<file path="src/rtl/display_pkg.sv">
`timescale 1ns/1ps
`default_nettype none
// +-----------------------------------------------------------------+
// | display_pkg : shared types/constants for the BCD display path   |
// | Rev 1.0                                                         |
// +-----------------------------------------------------------------+
package display_pkg;

  typedef enum logic [1:0] {
    ST_IDLE  = 2'd0,
    ST_LOAD  = 2'd1,
    ST_SHIFT = 2'd2,
    ST_STORE = 2'd3
  } state_t;

  localparam int          BCD_DIGITS   = 8;
  localparam logic [31:0] BCD_MAX      = 32'd99_999_999;
  localparam logic [31:0] BCD_SAT      = 32'h9999_9999;
  localparam int          SHIFT_CYCLES = 32;

  // Double-dabble correction: any digit >= 5 gets +3 before the next shift.
  function automatic logic [31:0] bcd_add3(input logic [31:0] d);
    logic [31:0] r;
    r = d;
    for (int i = 0; i < BCD_DIGITS; i++) begin
      if (d[4*i +: 4] >= 4'd5) r[4*i +: 4] = d[4*i +: 4] + 4'd3;
    end
    return r;
  endfunction

endpackage
`default_nettype wire

</file>
<file path="src/rtl/bcd_shift_core.sv">
`timescale 1ns/1ps
`default_nettype none
// +-----------------------------------------------------------------+
// | bcd_shift_core : 64-bit {digits, bin} double-dabble register    |
// | Rev 1.0                                                         |
// +-----------------------------------------------------------------+
module bcd_shift_core
  import display_pkg::*;
(
  input  logic        clk,
  input  logic        rst_n,
  input  logic        i_load,
  input  logic        i_step,
  input  logic [31:0] i_bin,
  output logic [31:0] o_digits
);

  logic [63:0] r_sr;
  logic [63:0] w_adj;

  assign w_adj = {bcd_add3(r_sr[63:32]), r_sr[31:0]};

  always_ff @(posedge clk or negedge rst_n) begin
    if (!rst_n) begin
      r_sr <= '0;
    end else if (i_load) begin
      r_sr <= {32'd0, i_bin};
    end else if (i_step) begin
      r_sr <= {w_adj[62:0], 1'b0};
    end
  end

  assign o_digits = r_sr[63:32];

endmodule
`default_nettype wire

</file>
<file path="src/rtl/bcd_refresh_scheduler.sv">
`timescale 1ns/1ps
`default_nettype none
// +-----------------------------------------------------------------+
// | bcd_refresh_scheduler : round-robin BCD cache over one converter|
// | Rev 1.0                                                         |
// +-----------------------------------------------------------------+
module bcd_refresh_scheduler
  import display_pkg::*;
#(
  parameter int NUM_SRC     = 3,
  parameter int REFRESH_DIV = 100_000,
  parameter int DIGITS      = BCD_DIGITS
) (
  input  logic                        clk,
  input  logic                        rst_n,
  input  logic                        sched_en,
  input  logic [NUM_SRC*32-1:0]       src_bin,
  output logic [NUM_SRC*DIGITS*4-1:0] bcd_out,
  output logic [NUM_SRC-1:0]          bcd_valid,
  output logic [NUM_SRC-1:0]          ovf,
  output logic                        busy,
  output logic [2:0]                  cur_src
);

  localparam int            c_res_w      = DIGITS * 4;
  localparam int            c_timer_w    = (REFRESH_DIV > 1) ? $clog2(REFRESH_DIV) : 1;
  localparam logic [c_timer_w-1:0] c_tick_at = c_timer_w'(REFRESH_DIV - 1);
  localparam logic [2:0]    c_last_src   = 3'(NUM_SRC - 1);
  localparam logic [4:0]    c_last_shift = 5'(SHIFT_CYCLES - 1);

  state_t                        r_state;
  state_t                        w_state_nxt;
  logic [c_timer_w-1:0]          r_timer;
  logic                          w_tick;
  logic                          w_start;
  logic                          w_load;
  logic                          w_step;
  logic                          w_store;
  logic                          r_pending;
  logic [2:0]                    r_cur_src;
  logic [2:0]                    r_rr;
  logic                          r_sat;
  logic [4:0]                    r_shift_cnt;
  logic                          r_busy;
  logic [31:0]                   w_sel;
  logic [31:0]                   w_digits;
  logic [NUM_SRC*c_res_w-1:0]    r_bcd;
  logic [NUM_SRC-1:0]            r_valid;
  logic [NUM_SRC-1:0]            r_ovf;

  always_ff @(posedge clk or negedge rst_n) begin
    if (!rst_n) begin
      r_timer <= '0;
    end else if (!sched_en || w_tick) begin
      r_timer <= '0;
    end else begin
      r_timer <= r_timer + 1'b1;
    end
  end

  assign w_tick  = sched_en && (r_timer == c_tick_at);
  assign w_start = (r_state == ST_IDLE) && sched_en && (w_tick || r_pending);
  assign w_sel   = src_bin[int'(r_cur_src)*32 +: 32];

  always_ff @(posedge clk or negedge rst_n) begin
    if (!rst_n) begin
      r_state <= ST_IDLE;
    end else begin
      r_state <= w_state_nxt;
    end
  end

  always_comb begin
    w_state_nxt = r_state;
    case (r_state)
      ST_IDLE:  if (w_start) w_state_nxt = ST_LOAD;
      ST_LOAD:  w_state_nxt = ST_SHIFT;
      ST_SHIFT: if (r_shift_cnt == c_last_shift) w_state_nxt = ST_STORE;
      ST_STORE: w_state_nxt = ST_IDLE;
      default:  w_state_nxt = ST_IDLE;
    endcase
  end

  always_comb begin
    w_load  = (r_state == ST_LOAD);
    w_step  = (r_state == ST_SHIFT);
    w_store = (r_state == ST_STORE);
  end

  // A tick seen outside IDLE is remembered once; dropping sched_en forgets it.
  always_ff @(posedge clk or negedge rst_n) begin
    if (!rst_n) begin
      r_pending   <= 1'b0;
      r_cur_src   <= '0;
      r_rr        <= '0;
      r_sat       <= 1'b0;
      r_shift_cnt <= '0;
      r_busy      <= 1'b0;
    end else begin
      r_busy <= (w_state_nxt != ST_IDLE);
      if (!sched_en || w_start) begin
        r_pending <= 1'b0;
      end else if (w_tick && (r_state != ST_IDLE)) begin
        r_pending <= 1'b1;
      end
      if (w_start) r_cur_src <= r_rr;
      if (w_load) begin
        r_sat       <= (w_sel > BCD_MAX);
        r_shift_cnt <= '0;
      end
      if (w_step) r_shift_cnt <= r_shift_cnt + 5'd1;
      if (w_store) r_rr <= (r_cur_src == c_last_src) ? 3'd0 : r_cur_src + 3'd1;
    end
  end

  bcd_shift_core u_core (
    .clk      (clk),
    .rst_n    (rst_n),
    .i_load   (w_load),
    .i_step   (w_step),
    .i_bin    (w_sel),
    .o_digits (w_digits)
  );

  always_ff @(posedge clk or negedge rst_n) begin
    if (!rst_n) begin
      r_bcd   <= '0;
      r_valid <= '0;
      r_ovf   <= '0;
    end else if (w_store) begin
      for (int k = 0; k < NUM_SRC; k++) begin
        if (r_cur_src == 3'(k)) begin
          r_bcd[k*c_res_w +: c_res_w] <= r_sat ? BCD_SAT : w_digits;
          r_valid[k]                  <= 1'b1;
          r_ovf[k]                    <= r_sat;
        end
      end
    end
  end

  assign bcd_out   = r_bcd;
  assign bcd_valid = r_valid;
  assign ovf       = r_ovf;
  assign busy      = r_busy;
  assign cur_src   = r_cur_src;

endmodule
`default_nettype wire

</file>
<file path="config.mk">
export PLATFORM = sky130hd
export DESIGN_NAME = bcd_refresh_scheduler
export DESIGN_NICKNAME = d
export VERILOG_FILES = /design/src/rtl/display_pkg.sv /design/src/rtl/bcd_shift_core.sv /design/src/rtl/bcd_refresh_scheduler.sv
export SDC_FILE = /design/constraint.sdc
export NUM_CORES = 1
export LEC_CHECK = 0
export BUFFER_PORTS_ARGS = -buffer_cell sky130_fd_sc_hd__clkbuf_2
export CAP_MARGIN = 20
export CORE_MARGIN = 1
export CORE_UTILIZATION = 55
export CTS_CLUSTER_SIZE = 24
export DETAILED_ROUTE_END_ITERATION = 10
export PLACE_DENSITY = 0.81
export RECOVER_POWER = 100
export SYNTH_ARGS = -nofsm -noshare
export SYNTH_HDL_FRONTEND = slang
export SYNTH_SLANG_ARGS = --single-unit
</file>
<file path="constraint.sdc">
create_clock -name clk -period 2.4 [get_ports clk]
set_input_delay 0.48 -clock clk [delete_from_list [all_inputs] [get_ports clk]]
set_output_delay 0.48 -clock clk [all_outputs]
set_load 0.005 [all_outputs]
</file>
==> results.sh, run 1 <==
export IMPL_outcome="finished, violations left"
export IMPL_violations="max-capacitance violations, max-slew violations"
export IMPL_cts_tree="yes"
export IMPL_first_pass_iters=5
export IMPL_ys_ff_latch=199
export IMPL_synth_most_common_cell="dfrtp_1"
export IMPL_arrival_ns=2.49
export IMPL_total_leakage_power_uw=0.00522
export IMPL_area_delta_synth_final_pct=18.4
export IMPL_cap_viol_max_count=1
export IMPL_synth_mux_area_share_pct=5.17
export IMPL_grt_setup_unrepaired="false"
export IMPL_crit_type="register to register"
export IMPL_cp_required_ns=2.68
export IMPL_grt_pass1_wl_um=36700
export IMPL_cts_sink_count=199
export IMPL_timing_final_crit_share_pct=92.2
export IMPL_fin_area_mm2=0.0112
export IMPL_antenna_found_initial=0
export IMPL_start_kind="register"
export IMPL_routed_wl_um=22100
export IMPL_synth_area_mm2=0.00942
export IMPL_maxSlewViolCount=61
export IMPL_drive_above_1_share_pct=20.0
export IMPL_crit_slowest_cell="dfrtp_1"
export IMPL_critical_path_max_stage_delay_ns=0.80
export IMPL_reg2reg_from="cur_src[2]$_DFFE_PN0P_"
export IMPL_synth_edf_count=0
export IMPL_dp_hpwl_um=15400
export IMPL_vdd_drop_max_mv=0.531
export IMPL_stdcell_count=1403
export IMPL_postCtsHoldBufs=0
export IMPL_place_area_mm2=0.0108
export IMPL_p_per_area_mw_per_mm2=662
export IMPL_crit_cells=4
export IMPL_root_buffer="clkbuf_16"
export IMPL_synthSimpleGateAreaFrac_pct=15.6
export IMPL_relSlewSlack_pct=-2.56
export IMPL_synth_compound_area_share_pct=16.1
export IMPL_placed_cells=1371
export IMPL_clock_skew_ns=0.0122
export IMPL_crit_start="cur_src[2]$_DFFE_PN0P_"
export IMPL_yosysTopAreaCellShare_pct=52.8
export IMPL_place_port_buffers=204
export IMPL_start_util_pct=56.6
export IMPL_fin_util_pct=67.1
export IMPL_vias=7792
export IMPL_synth_top_family_by_area="compound AO/OA/AOI/OAI gates"
export IMPL_syn_num_nets=1099
export IMPL_placementRows=47
export IMPL_rrSetupSlack_ns=0.19
export IMPL_dieArea_mm2=0.0177
export IMPL_die_y_um=133
export IMPL_nNetsFinal=1293
export IMPL_vias_per_cell=5.55
export IMPL_critPathTopFamily="flip-flops"
export IMPL_wl_per_cell_um=15.7
export IMPL_fmax_mhz=452
export IMPL_r2r_end="bcd_out[57]$_DFFE_PN0P_"
export IMPL_grt_max_degree=67
export IMPL_synth_cell_type_count=54
export IMPL_fillers=1370
export IMPL_die_w_um=133
export IMPL_globalRouteOverflowTotal=0
export IMPL_cts_clk_slew_worst_paths_ns=0.07
export IMPL_ys_seq_area_share_pct=52.8
export IMPL_cts_buffer_depth=2
export IMPL_cts_buffers=17
export IMPL_antennaDiodeCount=0
export IMPL_ant_nets=0
export IMPL_netlist_top_cells_area="dfrtp_1, o21ai_0, nand2_1"
export IMPL_place_congestion=0.833
export IMPL_post_cts_buffers=0
export IMPL_ys_warn_count=0
export IMPL_grt_pass1_vias=7505
export IMPL_finalWorstSetupSlack_ns=0.186
export IMPL_syn_area_per_cell_um2=9.65
export IMPL_synth_xor_area_share_pct=2.88
export IMPL_pre_cts_slack_ns=0.189
export IMPL_worstRegToRegCells=4
export IMPL_placeableCoreArea_mm2=0.0166
export IMPL_track_usage_pct=26.1
export IMPL_yosys_area_top_type="dfrtp_1"
export IMPL_cts_resized=0
export IMPL_crit_end="bcd_out[57]$_DFFE_PN0P_"
export IMPL_clkLatencyLatePin_ns=0.44
export IMPL_ys_flop_type="dfrtp_1"
export IMPL_yosys_top_cells_count="dfrtp_1, nand2_1, nor2_1"
export IMPL_worst_pin_slew_ns=1.54
export IMPL_endpoint_kind="register"
export IMPL_htree_levels=4
export IMPL_path_buf_inv=1
export IMPL_io_pins=205
export IMPL_hold_start="sched_en"
export IMPL_drtIter0Drc=452
export IMPL_syn_inst=976
export IMPL_synthArstFlopShare_pct=100
export IMPL_hold_path_class="primary input to register"
export IMPL_synth_adder_area_share_pct=3.19
export IMPL_drc=0
export IMPL_worstPathCellList="nor2b_1, nand2_1, clkbuf_2, o21ai_0"
export IMPL_setup_tns_ns=0
export IMPL_hold_viol=0
export IMPL_crit_fanout=34
export IMPL_layout_min_cycle_time_ns=2.21
export IMPL_setup_viol=0
kinds of logic (layout without fill, tap and decap cells):
logic type	count (synthesis)	after routing
simple gates	331	331
compound gates	250	250
flops	199	199
buf+inv	95	302
mux	46	46
xor+xnor	31	31
fa+ha+maj	24	24
cell usage in the layout, fill, tap and decap left out, types with 3 or more instances in the layout:
cell / count
nor3_1: 4
o32ai_1: 7
nor2_1: 112
or2_2: 5
o22ai_1: 15
dfrtp_1: 198
xor2_1: 12
o311ai_0: 3
a221oi_1: 15
a31oi_1: 9
clkbuf_16: 17
ha_1: 23
nand3_1: 24
buf_4: 11
nand2b_1: 31
nand2_1: 126
xnor2_1: 19
o2bb2ai_1: 16
nand4_1: 6
o21ai_0: 107
o21a_1: 3
inv_1: 35
a22oi_1: 3
mux2i_1: 31
clkbuf_2: 167
inv_6: 5
a21oi_1: 53
clkbuf_1: 56
o31a_1: 7
mux2_2: 13
where the power goes:
group          total (uW)  switching, uW  internal (uW)
registers            3730            209           3520
logic                 969            508            462
clock network        2690           1290           1410
total                7390           2000           5390
sequential cells by signal (all words and copies together), names as in the netlist, 3 cells and up:
register and count:
bcd_out 96, ovf 3, cur_src 3, u_core.r_sr 64
r_rr 3, r_shift_cnt 5, r_timer 17, bcd_valid 3
metal layers:
layer	share of wire [%]	GRT usage (%)	vias up
met5	0	0	-
met4	1.8	8.62	0
met3	5.0	4.02	36
met2	49	42.9	242
met1	44	35.6	3757
li1	-	-	3757
worst min-delay path by stage:
| stage | end | slack, ns | cells past startpoint |
|---|---|---|---|
| 3_5_place_dp | ovf[2]$_DFFE_PN0P_ | 0.46 | 2 |
| 5_1_grt | r_timer[2]$_DFF_PN0_ | 0.35 | 2 |
| 3_3_place_gp | bcd_valid[0]$_DFFE_PN0P_ | 0.45 | 1 |
| 2_1_floorplan | bcd_out[0]$_DFFE_PN0P_ | 0.18 | 0 |
| 6_report | r_pending$_DFFE_PN0P_ | 0.32 | 3 |
| 4_1_cts | u_core.r_sr[13]$_DFFE_PN0P_ | 0.04 | 1 |
worst min-delay path, delay by kind of cell:
| family | cells | cell delay (ns) |
|---|---|---|
| compound gates | 1 | 0.08 |
| buf+inv | 1 | 0.11 |
| simple gates | 1 | 0.04 |
per-stage QoR:
stage	hold slack (ns)	total power (uW)
3_5_place_dp	0.463	4750
2_1_floorplan	0.184	4400
5_1_grt	0.350	7720
3_3_place_gp	0.450	4700
6_report	0.319	7390
4_1_cts	0.0350	7420
cell type report:
class | instances | area (um2) | share of cell area (%)
inverter | 35 | 131 | 1.18
tap | 220 | 275 | 2.47
multi-input combinational | 682 | 4070 | 36.4
timing repair buffer | 235 | 1160 | 10.4
clock buffer | 22 | 464 | 4.16
sequential | 199 | 4980 | 44.7
clock inverter | 10 | 83.8 | 0.751
Power figures use the tool's default switching activity.
==> run 2: changes to the inputs <==
REMOVE_ABC_BUFFERS = 1   (was default)
==> run 2 against run 1 <==
Net effect:
- the flow now finishes without violations
- sequential power about the same
- utilization rose by 0.26 points
- clock skew fell by 0.0052 ns
- setup slack improved by 0.063 ns
- final cell count decreased by 0.29%
- non-clock buffer count is 3 lower
- wire length is 3.1% lower
- flip-flop and latch count is the same
- cell area increased by 0.39%
- first-iteration DRC count down 9.7%
- die area is the same
- sequential share of layout area is 0.20 points lower
- critical path type unchanged
- critical endpoint is now u_core.r_sr[30]$_DFFE_PN0P_
- largest cell class unchanged
- largest power group unchanged
==> results.sh, run 2 (same netlist as run 1, synthesis figures left out) <==
export IMPL_outcome="complete, no violations"
export IMPL_placeableCoreArea_mm2=0.0166
export IMPL_critical_path_max_stage_delay_ns=0.64
export IMPL_root_buffer="clkbuf_16"
export IMPL_cts_tree="yes"
export IMPL_timing_final_crit_share_pct=89.6
export IMPL_endpoint_kind="register"
export IMPL_io_pins=205
export IMPL_total_leakage_power_uw=0.00528
export IMPL_final_common_cell="dfrtp_1"
export IMPL_grt_pass1_wl_um=36100
export IMPL_postCtsHoldBufs=0
export IMPL_met1_length_um=9610
export IMPL_globalRouteOverflowTotal=0
export IMPL_drc=0
export IMPL_layout_min_cycle_time_ns=2.15
export IMPL_pre_cts_slack_ns=0.382
export IMPL_setup_viol=0
export IMPL_track_usage_pct=25.6
export IMPL_grt_max_degree=63
export IMPL_whs_ns=0.323
export IMPL_area_delta_synth_final_pct=18.9
export IMPL_wl_per_cell_um=15.3
export IMPL_cts_clk_slew_worst_paths_ns=0.07
export IMPL_arrival_ns=2.48
export IMPL_antennaDiodeCount=0
export IMPL_cts_buffers=17
export IMPL_cap_viol_max_count=0
export IMPL_finalWorstSetupSlack_ns=0.249
export IMPL_fin_util_pct=67.3
export IMPL_layout_common_cells="dfrtp_1, clkbuf_2, nand2_1"
export IMPL_crit_type="register to register"
export IMPL_die_w_um=133
export IMPL_placementRows=47
export IMPL_clkLatencyLatePin_ns=0.43
export IMPL_ant_nets=0
export IMPL_hold_path_class="primary input to register"
export IMPL_cts_resized=0
export IMPL_maxSlewViolCount=0
export IMPL_p_per_area_mw_per_mm2=671
export IMPL_drtIter0Drc=408
export IMPL_met3_length_um=905
export IMPL_relSlewSlack_pct=2.51
export IMPL_vdd_drop_max_mv=0.552
export IMPL_crit_slowest_cell="clkbuf_2"
export IMPL_place_port_buffers=204
export IMPL_crit_fanout=40
export IMPL_die_y_um=133
export IMPL_drive_above_1_share_pct=21.4
export IMPL_start_kind="register"
export IMPL_hold_viol=0
export IMPL_vias_per_cell=5.46
export IMPL_dieArea_mm2=0.0177
export IMPL_largest_register_ffs=96
export IMPL_routed_wl_met2_um=10500
export IMPL_clock_skew_ns=0.00703
export IMPL_vias=7633
export IMPL_dp_hpwl_um=15100
export IMPL_fillers=1372
export IMPL_start_util_pct=56.6
export IMPL_top_layer="met4"
export IMPL_first_pass_iters=5
export IMPL_fmax_mhz=465
export IMPL_grt_pass1_vias=7493
export IMPL_antenna_found_initial=0
export IMPL_worst_pin_slew_ns=1.46
export IMPL_post_cts_buffers=0
export IMPL_place_congestion=0.836
export IMPL_routed_wl_um=21400
export IMPL_cts_buffer_depth=2
export IMPL_grt_setup_unrepaired="false"
export IMPL_cts_sink_count=199
export IMPL_nNetsFinal=1290
export IMPL_htree_levels=4
export IMPL_cp_required_ns=2.72
export IMPL_worstPathCellList="inv_1, ha_4, clkbuf_2, o311ai_0, o21a_1"
==> run 2: path summary, 6_finish.rpt <==
check,start,endpoint,slack [ns],cells past startpoint
setup / recovery,r_state[0]$_DFF_PN0_,u_core.r_sr[30]$_DFFE_PN0P_,0.25,5
min in group asynchronous,rst_n,bcd_valid[1]$_DFFE_PN0P_,0.39,1
hold / removal,sched_en,r_pending$_DFFE_PN0P_,0.32,3
max in group asynchronous,rst_n,u_core.r_sr[26]$_DFFE_PN0P_,0.48,2
hold reg to reg,bcd_valid[2]$_DFFE_PN0P_,bcd_valid[2]$_DFFE_PN0P_,0.47,1
setup reg to reg,r_state[0]$_DFF_PN0_,u_core.r_sr[30]$_DFFE_PN0P_,0.25,5
==> run 2: report_power, final <==
group          switching (uW)  internal, uW
Clock                    1250          1590
Combinational             492           461
Sequential                204          3520
Total                    1950          5570
==> run 2: metal layers <==
metal / GRT usage (%) / vias to the layer above
met5: 0 / -
met4: 10.0 / 0
met3: 4.29 / 28
met2: 43.0 / 240
met1: 33.2 / 3625
li1: - / 3740
==> run 2: area by class of cell <==
cell class / count / area (um2) / share of cell area, %
inverter: 35 / 131 / 1.17
sequential: 199 / 4980 / 44.5
clock buffer: 20 / 457 / 4.08
clock inverter: 11 / 121 / 1.08
tap: 220 / 275 / 2.46
multi-input combinational: 682 / 4070 / 36.3
timing repair buffer: 232 / 1170 / 10.5
==> run 2: critical path, delay by kind of cell (launching register included) <==
kind / cells / cell delay (ns)
buf+inv: 2 / 0.77
compound gates: 2 / 0.43
fa+ha+maj: 1 / 0.43
flops: 1 / 0.40
==> run 2: metrics by stage <==
| step | TNS (ns) | cells | cell area [um2] | total power (uW) |
|---|---|---|---|---|
| 6_report | 0 | 1399 | 11200 | 7510 |
| 5_1_grt | 0 | 1399 | 11200 | 7820 |
| 4_1_cts | 0 | 1399 | 11400 | 7550 |
| 3_5_place_dp | 0 | 1368 | 10800 | 4730 |
| 3_3_place_gp | 0 | 1368 | 10800 | 4690 |
| 2_1_floorplan | -118.17 | 916 | 9160 | 4400 |
